**src/rtl/wb_write_queue.sv**
```systemverilog
// Write-back queue: merges ALU and load results into one in-order register-file write per cycle.
// Two edges from push to write port; stall asks producers to hold; overflow flags a dropped push.
module wb_write_queue #(
  parameter int DATA_W = 32,
  parameter int ADDR_W = 4,
  parameter int DEPTH  = 4
) (
  input  logic              clk,
  input  logic              rst,
  input  logic              alu_valid,
  input  logic [ADDR_W-1:0] alu_dest,
  input  logic [DATA_W-1:0] alu_result,
  input  logic              mem_valid,
  input  logic [ADDR_W-1:0] mem_dest,
  input  logic [DATA_W-1:0] mem_result,
  input  logic [ADDR_W-1:0] src1,
  input  logic [ADDR_W-1:0] src2,
  output logic              hazard1,
  output logic              hazard2,
  output logic              stall,
  output logic              overflow,
  output logic [ADDR_W-1:0] dest_wb,
  output logic [DATA_W-1:0] result_wb,
  output logic              writeBackEn
);

  localparam int PW = $clog2(DEPTH);
  localparam int CW = PW + 1;

  logic [ADDR_W-1:0] dest_q [DEPTH];
  logic [DATA_W-1:0] data_q [DEPTH];
  logic [PW-1:0]     rd_ptr, wr_ptr, alu_slot, idx;
  logic [CW-1:0]     count;
  logic [CW:0]       free;
  logic              pop, acc_mem, acc_alu, drop;
  logic [1:0]        n_push;

  // The slot being popped this edge counts as free, so a full queue still takes one push.
  always_comb begin
    pop      = (count != '0);
    free     = (CW+1)'(DEPTH) - {1'b0, count} + (CW+1)'(pop);
    acc_mem  = mem_valid && (free != '0);
    acc_alu  = alu_valid && (free > (CW+1)'(acc_mem));
    drop     = (mem_valid && !acc_mem) || (alu_valid && !acc_alu);
    n_push   = {1'b0, acc_mem} + {1'b0, acc_alu};
    alu_slot = wr_ptr + PW'(acc_mem);
  end

  assign stall = (count > CW'(DEPTH - 2));

  always_comb begin
    hazard1 = writeBackEn && (dest_wb == src1);
    hazard2 = writeBackEn && (dest_wb == src2);
    idx     = '0;
    for (int i = 0; i < DEPTH; i++) begin
      idx = rd_ptr + PW'(i);
      if (CW'(i) < count) begin
        if (dest_q[idx] == src1) hazard1 = 1'b1;
        if (dest_q[idx] == src2) hazard2 = 1'b1;
      end
    end
  end

  always_ff @(posedge clk) begin
    if (rst) begin
      rd_ptr      <= '0;
      wr_ptr      <= '0;
      count       <= '0;
      writeBackEn <= 1'b0;
      dest_wb     <= '0;
      result_wb   <= '0;
      overflow    <= 1'b0;
    end else begin
      writeBackEn <= pop;
      if (pop) begin
        dest_wb   <= dest_q[rd_ptr];
        result_wb <= data_q[rd_ptr];
        rd_ptr    <= rd_ptr + PW'(1);
      end
      wr_ptr <= wr_ptr + PW'(n_push);
      count  <= count - CW'(pop) + CW'(n_push);
      if (drop) overflow <= 1'b1;
    end
  end

  // Mem goes first as the older instruction; alu takes the following slot.
  always_ff @(posedge clk) begin
    if (!rst) begin
      if (acc_mem) begin
        dest_q[wr_ptr] <= mem_dest;
        data_q[wr_ptr] <= mem_result;
      end
      if (acc_alu) begin
        dest_q[alu_slot] <= alu_dest;
        data_q[alu_slot] <= alu_result;
      end
    end
  end

endmodule

```
**config.mk**
```make
export PLATFORM = sky130hd
export DESIGN_NAME = wb_write_queue
export DESIGN_NICKNAME = d
export VERILOG_FILES = /design/src/rtl/wb_write_queue.sv
export SDC_FILE = /design/constraint.sdc
export NUM_CORES = 1
export LEC_CHECK = 0
export BUFFER_PORTS_ARGS = -buffer_cell sky130_fd_sc_hd__buf_2
export CAP_MARGIN = 20
export CORE_ASPECT_RATIO = 1.2
export CORE_MARGIN = 5
export CORE_UTILIZATION = 63
export DETAILED_ROUTE_END_ITERATION = 8
export HOLD_SLACK_MARGIN = 0.1
export PLACE_DENSITY = 0.95
export SETUP_SLACK_MARGIN = 0.2
export SLEW_MARGIN = 20
export SYNTH_ARGS = -nofsm -noshare
export SYNTH_HDL_FRONTEND = slang
export SYNTH_SLANG_ARGS = --single-unit
export TNS_END_PERCENT = 20
```
**constraint.sdc**
```tcl
create_clock -name clk -period 7.6 [get_ports clk]
set_clock_uncertainty 0.1 [all_clocks]
set_input_delay 1.14 -clock clk [delete_from_list [all_inputs] [get_ports clk]]
set_output_delay 1.14 -clock clk [all_outputs]
set_load 0.01 [all_outputs]
```
# Word level (Yosys, flattened, before mapping)
# Memory sizes are Yosys's and may differ from the RTL's. A register that Yosys moved wholly into a read port is not among the register bits.
# Index checks and enable logic that the tools add are counted.
[totals]
ff_bits = 13
mem_bits_rw = 144
in_bits = 84
out_inout_bits = 41
word_cells = 69
mem_count = 2
[op_classes]
add_sub_neg = 10
order_cmp = 6
n_eq_ne = 10
n_mux = 24
reduce_logical = 11
[mem_list]
columns = ["memory", "depth", "width", "read_ports", "rd_ports_with_merged_regs", "write_ports", "line", "source"]
rows = [
  ["data_q", 4, 32, 1, 1, 2, "31", "logic [DATA_W-1:0] data_q [DEPTH];"],
  ["dest_q", 4, 4, 4, 1, 2, "30", "logic [ADDR_W-1:0] dest_q [DEPTH];"],
]
[ops]
columns = ["op", "count"]
rows = [
  ["$eq 4x4->1", 10],
  ["$mux 1", 22],
  ["$logic_and 1x1->1", 6],
  ["$lt 1x3->1 const A", 2],
  ["$lt 2x3->1 const A", 2],
  ["$add 2x2->2 const B", 2],
  ["$add 4x1->4", 1],
  ["$gt 4x1->1", 1],
  ["$mux 2", 2],
  ["$reduce_bool 4->1", 1],
  ["$sub 3x3->4 const A", 1],
  ["$add 3x2->3", 1],
  ["$gt 3x2->1 const B", 1],
  ["$reduce_bool 3->1", 1],
  ["$sub 3x1->3", 1],
  ["$add 1x1->2", 1],
  ["$add 2x1->2", 1],
  ["$add 2x1->2 const B", 1],
  ["$add 2x2->2", 1],
  ["$logic_not 1->1", 2],
  ["$logic_or 1x1->1", 1],
]

# Logic depth before layout (Yosys ltp)
# Gate-level depths: netlist (run 1).
[depth]
ltp_word = 10
depth_mapped = 15
depth_no_buf = 15

# Worst setup path after synthesis (run 1)
# No wires, ideal clock.
[synth_timing]
path_type = "input -> register"
start = "input port mem_valid"
end = "memory data_q[1][0], enable pin"
setup_ns = 0.474
t_arrival_ns = 4.479
required_ns = 7.026
slack_ns = 2.547
cell_stages = 5
n_path_buf = 0
cell_sequence = "nor3b_1 > o32a_2 > o21ai_0 > maj3_1 > nor3_1"
[synth_lines]
columns = ["element", "line", "source"]
rows = [
  ["from (decl)", "13", "input logic mem_valid,"],
  ["to (decl)", "31", ""],
]

# Worst setup path in the final report (run 1)
[layout_timing]
start = "register rd_ptr[0]"
end = "output port hazard1"
[layout_via]
elab_chain_len = 9
word_cells_on_any_way = 13
cone_classes = "add/sub: 3; eq/ne: 3; mux: 6; memory: 1"
[layout_rtl]
columns = ["element", "line", "source"]
rows = [
  ["from (decl)", "32", "logic [PW-1:0] rd_ptr, wr_ptr, alu_slot, idx;"],
  ["from (signal assigned)", "78", "rd_ptr <= rd_ptr + PW'(1);"],
  ["$add 2x1->2", "56", "idx = rd_ptr + PW'(i);"],
  ["$mem_v2 4x4 *", "-", ""],
  ["$eq 4x4->1", "58", "if (dest_q[idx] == src1) hazard1 = 1'b1;"],
  ["$mux 1", "58", ""],
  ["$mux 1", "57", "if (CW'(i) < count) begin"],
  ["$mux 1", "58", ""],
  ["$mux 1", "57", ""],
  ["$mux 1", "58", ""],
  ["$mux 1 *", "57", ""],
  ["to (decl)", "18", "output logic hazard1,"],
]
# Every way passes the cells marked *; elsewhere a longest branch is shown, timed or not.

==> results by group, run 1 <==
Outcome
  – Status: finished clean

Worst setup path
  – Worst path slowest cell: dfxtp_4
  – R2r worst-path depth: 14
  – WP data arrival: 2.98 ns
  – Max FO, Critical Path: 47
  – Cell chain of the critical path: mux2i_1 > mux2_2 > a21oi_1 > nand4b_1 > nand4_1 > buf_2
  – Reg2reg start: count[1]$_SDFF_PP0_
  – CP startpoint: rd_ptr[0]$_SDFFE_PP0P_
  – CP Launch Type: register
  – R2r endpoint: count[2]$_SDFF_PP0_
  – CP delay by family, top: multiplexers
  – Crit. End Element: primary output
  – Crit path kind: reg -> out
  – Max incr delay on CP: 0.96 ns
  – R2R setup slack: 3.96 ns
  – Buf/Inv on CP: 1
  – CP Data Required Time: 6.36 ns

Detailed routing
  – DRT Wirelength: 23.7 mm
  – Via count: 6,397
  – DRC: 0
  – DR WL/cell: 23.1 um
  – Drt first-iter violations: 550
  – Antenna Nets Post-Route: 0
  – DR pass1 iterations: 5
  – Vias per cell: 6.22

Placed design
  – Dpl ws: roughly 3.6 ns
  – Dpl hpwl: approximately 15 mm
  – Placed cell areas: 10,600 sq um
  – Routability congestion estimate: 0.847
  – Port Buf Inserts: 124

Global routing
  – Vias in the first global route: 6,679
  – Largest net degree at the start of global routing: 53
  – Wire length of the first global-routing pass: 36.1 mm
  – Met1 global-route usage: a little under a third
  – GR Util met2: 46.5%
  – Initial antenna violation count: 4
  – Total gr overflow: 0
  – Grt peak-use layer: met2
  – Met3 usage in global routing: 4.81%
  – GRT Overall Usage: between 20% and 30%

Power
  – Cell Pwr Density: 353 nW/um^2
  – Total power: 3.98 mW
  – Worst vdd ir: 0.183 mV
  – Static Leak: approximately 4.2 nW

Clock network
  – Clock input transition at the sequential cells of the worst setup and hold paths: 0.07 ns
  – Setup Buffers After CTS: 0
  – Hold buffer count at cts: 0
  – CTS tree: done
  – Longest Clk Path Bufs: 2
  – # clock sinks: 191
  – Root buf cell: clkbuf_16
  – Inserted Clock Buffers: 17
  – Resize count post-CTS: 0
  – Worst-skew pair later-pin latency: 0.43 ns
  – H-tree levels: 4

Min path
  – Hold Path Depth: 2
  – Hold worst-path end: result_wb[12]$_SDFFE_PP0P_
  – HP Class: reg -> reg
  – Hold_sp: result_wb[12]$_SDFFE_PP0P_

Synth
  – Synth area leaders: edfxtp_1 44%, mux2_2 13%, mux4_2 9.8%
  – Yosys Warn Count: 0
  – Mapped Nets: 787
  – Mapped cell area: 9850 sq um
  – Share of the synthesized area in the top cell type: 43.9%
  – Asr flop ratio synth: 0%
  – Main flop type after synthesis: edfxtp_1
  – Area leader, netlist: edfxtp_1
  – Register area share after synthesis: a little over half
  – Post-Synthesis Cells: 696
  – Syn Area/Cell: 14.2 sq um
  – Post-synth EDFFs: ~140
  – Synth unique cells: 45
  – FF+latch count, synth: around 190

Final layout
  – Commonest non-fill, non-tap cell in the layout: edfxtp_1
  – Multi-input gate area: 4340 sq um
  – Most frequent cells in the layout: 144 x edfxtp_1, 124 x buf_2, 117 x mux2_2
  – Design area: 11,300 sq um
  – Register Area: 5270 sq um
  – Filler Cell Count: a little under 1,000
  – Share of cells above drive strength 1: 45.4%
  – Layout Area Growth over Synthesis: 14.4%
  – Final nets: 893

Timing
  – Setup tns final: 0 ns
  – Final min period: 4.22 ns
  – Relative slew margins: 28.3%
  – Measured slew at the worst slew-check pin: 1.08 ns
  – RSZ-0062 raised after global routing: false
  – Min Hold Slack: 0.350 ns
  – Final Hold Vio Count: 0
  – Final slew viol count: 0
  – Maximum clock rate: 237 MHz
  – Final period util: 55.5%
  – Setup-failing EPs final: 0
  – Final setup margin: roughly 3.4 ns

Die
  – Die ar.: 18,200 sq um
  – Core ar.: 15,500 sq um
  – I/O pin total: 125
  – Die H: 147 um
  – Die W: 124 um
  – Site row count: 50
  – Starting Density: 63.5%

Run
  – Max-Cap Viols: 0
## report_power, final
part	total, mW	internal (mW)	switching [mW]
Combinational	1.43	0.655	0.770
Sequential	1.60	1.40	0.201
Clock	0.958	0.564	0.394
## stage by stage
step | std cells | util (%)
after detailed placement | 991 | 68.5
final | 1028 | 72.7
after global placement | 991 | 68.5
after global routing | 1028 | 72.7
after floorplan | 696 | -
after CTS | 1023 | 72.6
## layer usage
layer	vias up	wire length, um
met5	-	0
met4	0	802
met3	60	1570
met2	323	12700
met1	3187	8630
li1	2827	-
## worst max-delay path by stage
stage	to	cells past startpoint	slack (ns)
2_1_floorplan	data_q[1][0]$_DFFE_PP_	5	2.55
6_report	hazard1	6	3.38
3_5_place_dp	data_q[0][15]$_DFFE_PP_	6	3.61
3_3_place_gp	count[2]$_SDFF_PP0_	14	3.73
5_1_grt	hazard1	6	3.16
4_1_cts	hazard1	6	3.36
## cell usage after synthesis (6+ instances only)
master    count
dfxtp_1      47
buf_2         9
mux2_2      117
nand4_1       6
nor2_1       18
ha_1          6
mux4_2       43
inv_1        12
mux2_4       31
xor2_1       30
xnor2_1      13
mux2i_1      12
nand2_1      78
edfxtp_1    144
a21oi_1      41
clkbuf_1     25
buf_1         7
nor3_1        8
nor2b_1       8
## layout make-up
| class | count | area share, % |
|---|---|---|
| flip-flops and latches | 191 | 46.8 |
| clock buffers | 20 | 3.96 |
| clock inverters | 12 | 1.61 |
| well taps | 208 | 2.31 |
| repair buffers | 136 | 6.30 |
| diodes | 5 | 0.111 |
| multi-input cells | 443 | 38.5 |
| inverters | 13 | 0.455 |
## worst register-to-register path, delay by kind of cell (launching register included)
kind | cells | cell delay [ns]
adders and majority gates | 5 | 1.41
and+or+nand+nor | 2 | 0.28
AOI/OAI and AO/OA | 2 | 0.74
DFF | 1 | 0.47
xor gates and xnor gates | 1 | 0.18
buffers and inverters | 4 | 0.37
## registers in the layout (all words and copies together) (netlist names), named ones only
signal and flops:
dest_q 16, rd_ptr 2, writeBackEn 1, wr_ptr 2, dest_wb 4, result_wb 32
count 3, data_q 128, overflow 1
## cells by family after synthesis
| logic type | share of synthesized area (%) |
|---|---|
| other cells | 0.0381 |
| flops | 53.5 |
| compound gates | 3.29 |
| buf+inv | 2.96 |
| xor+xnor | 3.82 |
| simple gates | 5.73 |
| fa+ha+maj | 1.07 |
| mux | 29.6 |
No activity file was read; power rests on OpenSTA's default activity.
==> inputs of run 2 (changes only) <==
--- a/config.mk
+++ b/config.mk
@@ -9,10 +9,10 @@
 export CAP_MARGIN = 20
 export CORE_ASPECT_RATIO = 1.2
 export CORE_MARGIN = 5
-export CORE_UTILIZATION = 63
+export CORE_UTILIZATION = 53
 export DETAILED_ROUTE_END_ITERATION = 8
 export HOLD_SLACK_MARGIN = 0.1
-export PLACE_DENSITY = 0.95
+export PLACE_DENSITY = 0.89
 export SETUP_SLACK_MARGIN = 0.2
 export SLEW_MARGIN = 20
 export SYNTH_ARGS = -nofsm -noshare
==> constraint.sdc (replaced) <==
create_clock -name clk -period 3.7 [get_ports clk]
set_clock_uncertainty 0.1 [all_clocks]
set_input_delay 0.555 -clock clk [delete_from_list [all_inputs] [get_ports clk]]
set_output_delay 0.555 -clock clk [all_outputs]
set_load 0.01 [all_outputs]
==> run 2 against run 1 <==
Compared with the run above: clock power increased by 76%; final cell count grew 2.1%; routed wire length down 3.9%; power increased by 99%; clock-buffer cell count did not move; first-iteration DRC count is 31% lower; non-clock buffer count up 8; global-route usage down 4.9 points; die area grew 17%; sequential cell count stayed put; core utilization fell by 11 points; sequential share of layout area shrank 0.22 points; critical path type is now reg -> reg.
==> results by group, run 2 (synthesized netlist as in run 1, its figures left out) <==
Die
  – Die W: 134 um (was 124 um)
  – Site row count: 54 (was 50)
  – Core ar.: 18,200 sq um (was 15,500 sq um)
  – Starting Density: 54.0% (was 63.5%)
  – Die H: 159 um (was 147 um)
  – Die ar.: 21,400 sq um (was 18,200 sq um)
  – I/O pin total: 125 (unchanged)

Worst setup path
  – WP data arrival: 3.57 ns (was 2.98 ns)
  – Buf/Inv on CP: 4 (was 1)
  – R2r worst-path depth: 14 (unchanged)
  – Crit. End Element: register (was primary output)
  – CP delay by family, top: adder cells (was multiplexers)
  – Crit path kind: reg -> reg (was reg -> out)
  – Reg2reg start: count[1]$_SDFF_PP0_ (unchanged)
  – CP Data Required Time: 3.95 ns (was 6.36 ns)
  – Worst path slowest cell: o32a_2 (was dfxtp_4)
  – Max FO, Critical Path: 7 (was 47)
  – CP Launch Type: register (unchanged)
  – Cell chain of the critical path: inv_1 > ha_1 > o32a_2 > o21ai_2 > inv_1 > ha_1 > inv_1 > ha_1 > inv_1 > ha_1 > fa_1 > xor2_1 > and2_1 > nor3_1 (was mux2i_1 > mux2_2 > a21oi_1 > nand4b_1 > nand4_1 > buf_2)
  – Max incr delay on CP: 0.43 ns (was 0.96 ns)
  – R2r endpoint: count[2]$_SDFF_PP0_ (unchanged)
  – Crit. path cell count: 14 (was 6)
  – R2R setup slack: 0.38 ns (was 3.96 ns)

Final layout
  – Layout Area Growth over Synthesis: 15.0% (was 14.4%)
  – Share of cells above drive strength 1: 46.3% (was 45.4%)
  – Biggest regs: data_q: 128 flops, result_wb: 32 flops, dest_q: 16 flops (unchanged)
  – Commonest non-fill, non-tap cell in the layout: edfxtp_1 (unchanged)
  – Register Area: 5270 sq um (about the same)
  – Largest register FFs: 128 (unchanged)
  – Largest register by flop count: data_q (unchanged)
  – Multi-input gate area: 4360 sq um (was 4340 sq um)
  – Filler Cell Count: 1,362 (was 992)
  – Final nets: 901 (was 893)
  – Most frequent cells in the layout: 144 x edfxtp_1, 124 x buf_2, 117 x mux2_2 (unchanged)

Timing
  – Final setup margin: 0.378 ns (was 3.38 ns)
  – Maximum clock rate: about 300 MHz
  – Final min period: around 3.3 ns
  – Setup-failing EPs final: 0 (unchanged)
  – Final slew viol count: 0 (unchanged)
  – Min Hold Slack: 0.326 ns (was 0.350 ns)
  – Final Hold Vio Count: 0 (unchanged)
  – Relative slew margins: 56.3% (was 28.3%)
  – RSZ-0062 raised after global routing: false (unchanged)
  – Measured slew at the worst slew-check pin: 0.655 ns (was 1.08 ns)
  – Final period util: 89.8%

Placed design
  – Dpl hpwl: 15.3 mm (was 14.6 mm)
  – Routability congestion estimate: 0.840 (was 0.847)
  – Port Buf Inserts: 124 (unchanged)
  – Dpl ws: 0.270 ns (was 3.61 ns)

Clock network
  – # clock sinks: 191 (unchanged)
  – Hold buffer count at cts: 0 (unchanged)
  – CTS tree: done (unchanged)
  – H-tree levels: 4 (unchanged)
  – Longest Clk Path Bufs: 2 (unchanged)
  – Inserted Clock Buffers: 17 (unchanged)
  – Root buf cell: clkbuf_16 (unchanged)
  – Clock input transition at the sequential cells of the worst setup and hold paths: 0.07 ns (about the same)
  – Worst-skew pair later-pin latency: 0.42 ns (was 0.43 ns)

Detailed routing
  – DR WL/cell: 21.7 um (was 23.1 um)
  – DR pass1 iterations: 5 (unchanged)
  – Via count: 6,149 (was 6,397)
  – DRC: 0 (unchanged)
  – DRT Wirelength: 22.8 mm (was 23.7 mm)
  – Antenna Nets Post-Route: 0 (unchanged)
  – Vias per cell: 5.86 (was 6.22)
  – Drt first-iter violations: 377 (was 550)

Global routing
  – GRT Overall Usage: 21.6% (was 26.5%)
  – Largest net degree at the start of global routing: 40 (was 53)
  – Initial antenna violation count: 4 (unchanged)
  – Wire length of the first global-routing pass: 35.8 mm (was 36.1 mm)
  – Vias in the first global route: 6,500 (was 6,679)
  – Total gr overflow: 0 (unchanged)

Power
  – Switching part of the total: 34.8% (was 34.3%)
  – Worst vdd ir: 0.373 mV (was 0.183 mV)
  – Static Leak: 4.25 nW (was 4.23 nW)
  – Cell Pwr Density: 699 nW/um^2 (was 353 nW/um^2)
  – Switch Pwr: 2.76 mW (was 1.37 mW)
  – Cell internal pwr: 5.16 mW (was 2.62 mW)
  – Comb pwr share: 38.1% (was 35.8%)
  – Sequential power share: 40.4% (was 40.2%)
  – Clock power frac: 21.4% (was 24.1%)

Min path
  – HP Class: in -> reg (was reg -> reg)
  – Hold_sp: alu_valid (was result_wb[12]$_SDFFE_PP0P_)
  – Hold Path Depth: 3 (was 2)
  – Hold worst-path end: overflow$_SDFFE_PP0P_ (was result_wb[12]$_SDFFE_PP0P_)

Run
  – Max-Cap Viols: 0 (unchanged)

Outcome
  – Status: finished clean (unchanged)
[run 2: cell types whose count changed in the layout (fill, tap and decap cells not counted), moves of 2 or more]
cell        delta
nor3_2         -2
clkinvlp_4     +2
buf_12         +4
bufinv_16      -4
diode_2        -2
buf_4          +4
clkinv_2       +3
nor3_4         +2
[run 2: metal layers]
metal / wire length [um] / GRT usage, %
met1: 8670 / 26.2
met2: 12500 / 38.7
met3: 1310 / 3.92
met4: 347 / 6.85
met5: 13 / 0
[run 2: worst reg2reg max path, delay by kind of cell (launching register included)]
kind            cells  cell delay (ns)
fa+ha+maj           5             1.39
compound gates      2             0.63
flops               1             0.39
buf+inv             4             0.31
simple gates        2             0.26
xor+xnor            1             0.18
[run 2: worst max path at each step]
stage | startpoint | to | slack [ns]
2_1_floorplan | count[1]$_SDFF_PP0_ | data_q[0][0]$_DFFE_PP_ | -0.03
3_3_place_gp | count[1]$_SDFF_PP0_ | count[2]$_SDFF_PP0_ | 0.38
3_5_place_dp | count[1]$_SDFF_PP0_ | count[2]$_SDFF_PP0_ | 0.27
4_1_cts | count[1]$_SDFF_PP0_ | count[2]$_SDFF_PP0_ | 0.30
5_1_grt | count[1]$_SDFF_PP0_ | count[2]$_SDFF_PP0_ | 0.17
6_report | count[1]$_SDFF_PP0_ | count[2]$_SDFF_PP0_ | 0.38
[run 2: power by group through the flow]
stage / Sequential [mW] / Combinational (mW) / Clock [mW]
after global placement: 3.22 / 2.94 / 0
final: 3.20 / 3.02 / 1.69
after floorplan: 3.19 / 2.11 / 0
after CTS: 3.20 / 3.04 / 1.72
after detailed placement: 3.25 / 3.02 / 0
after global routing: 3.26 / 3.30 / 1.82
[run 2: stage by stage]
stage | total power, mW | setup TNS, ns | utilization (%) | area, sq um | std cells
after detailed placement | 6.26 | 0 | 59.0 | 10800 | 1013
final | 7.91 | 0 | 62.1 | 11300 | 1050
after global placement | 6.16 | 0 | 59.0 | 10800 | 1013
after CTS | 7.97 | 0 | 61.9 | 11300 | 1045
after floorplan | 5.30 | -0.923 | - | 9860 | 696
after global routing | 8.38 | 0 | 62.1 | 11300 | 1050
[run 2: final cells by class]
| class | instances | share of cell area, % |
|---|---|---|
| inverter | 13 | 0.453 |
| timing repair buffer | 144 | 7.25 |
| clock buffer | 20 | 4.03 |
| clock inverter | 12 | 0.751 |
| multi-input combinational | 443 | 38.4 |
| tap | 224 | 2.47 |
| sequential | 191 | 46.5 |
| antenna | 3 | 0.0663 |
[run 2: what timing repair did]
item | 4_1_cts | 5_1_grt
setup buffers | 0 | 2
endpoints found under the setup margin | 1 | 1
resized for setup | 1 | 2
pin swaps | 0 | 1
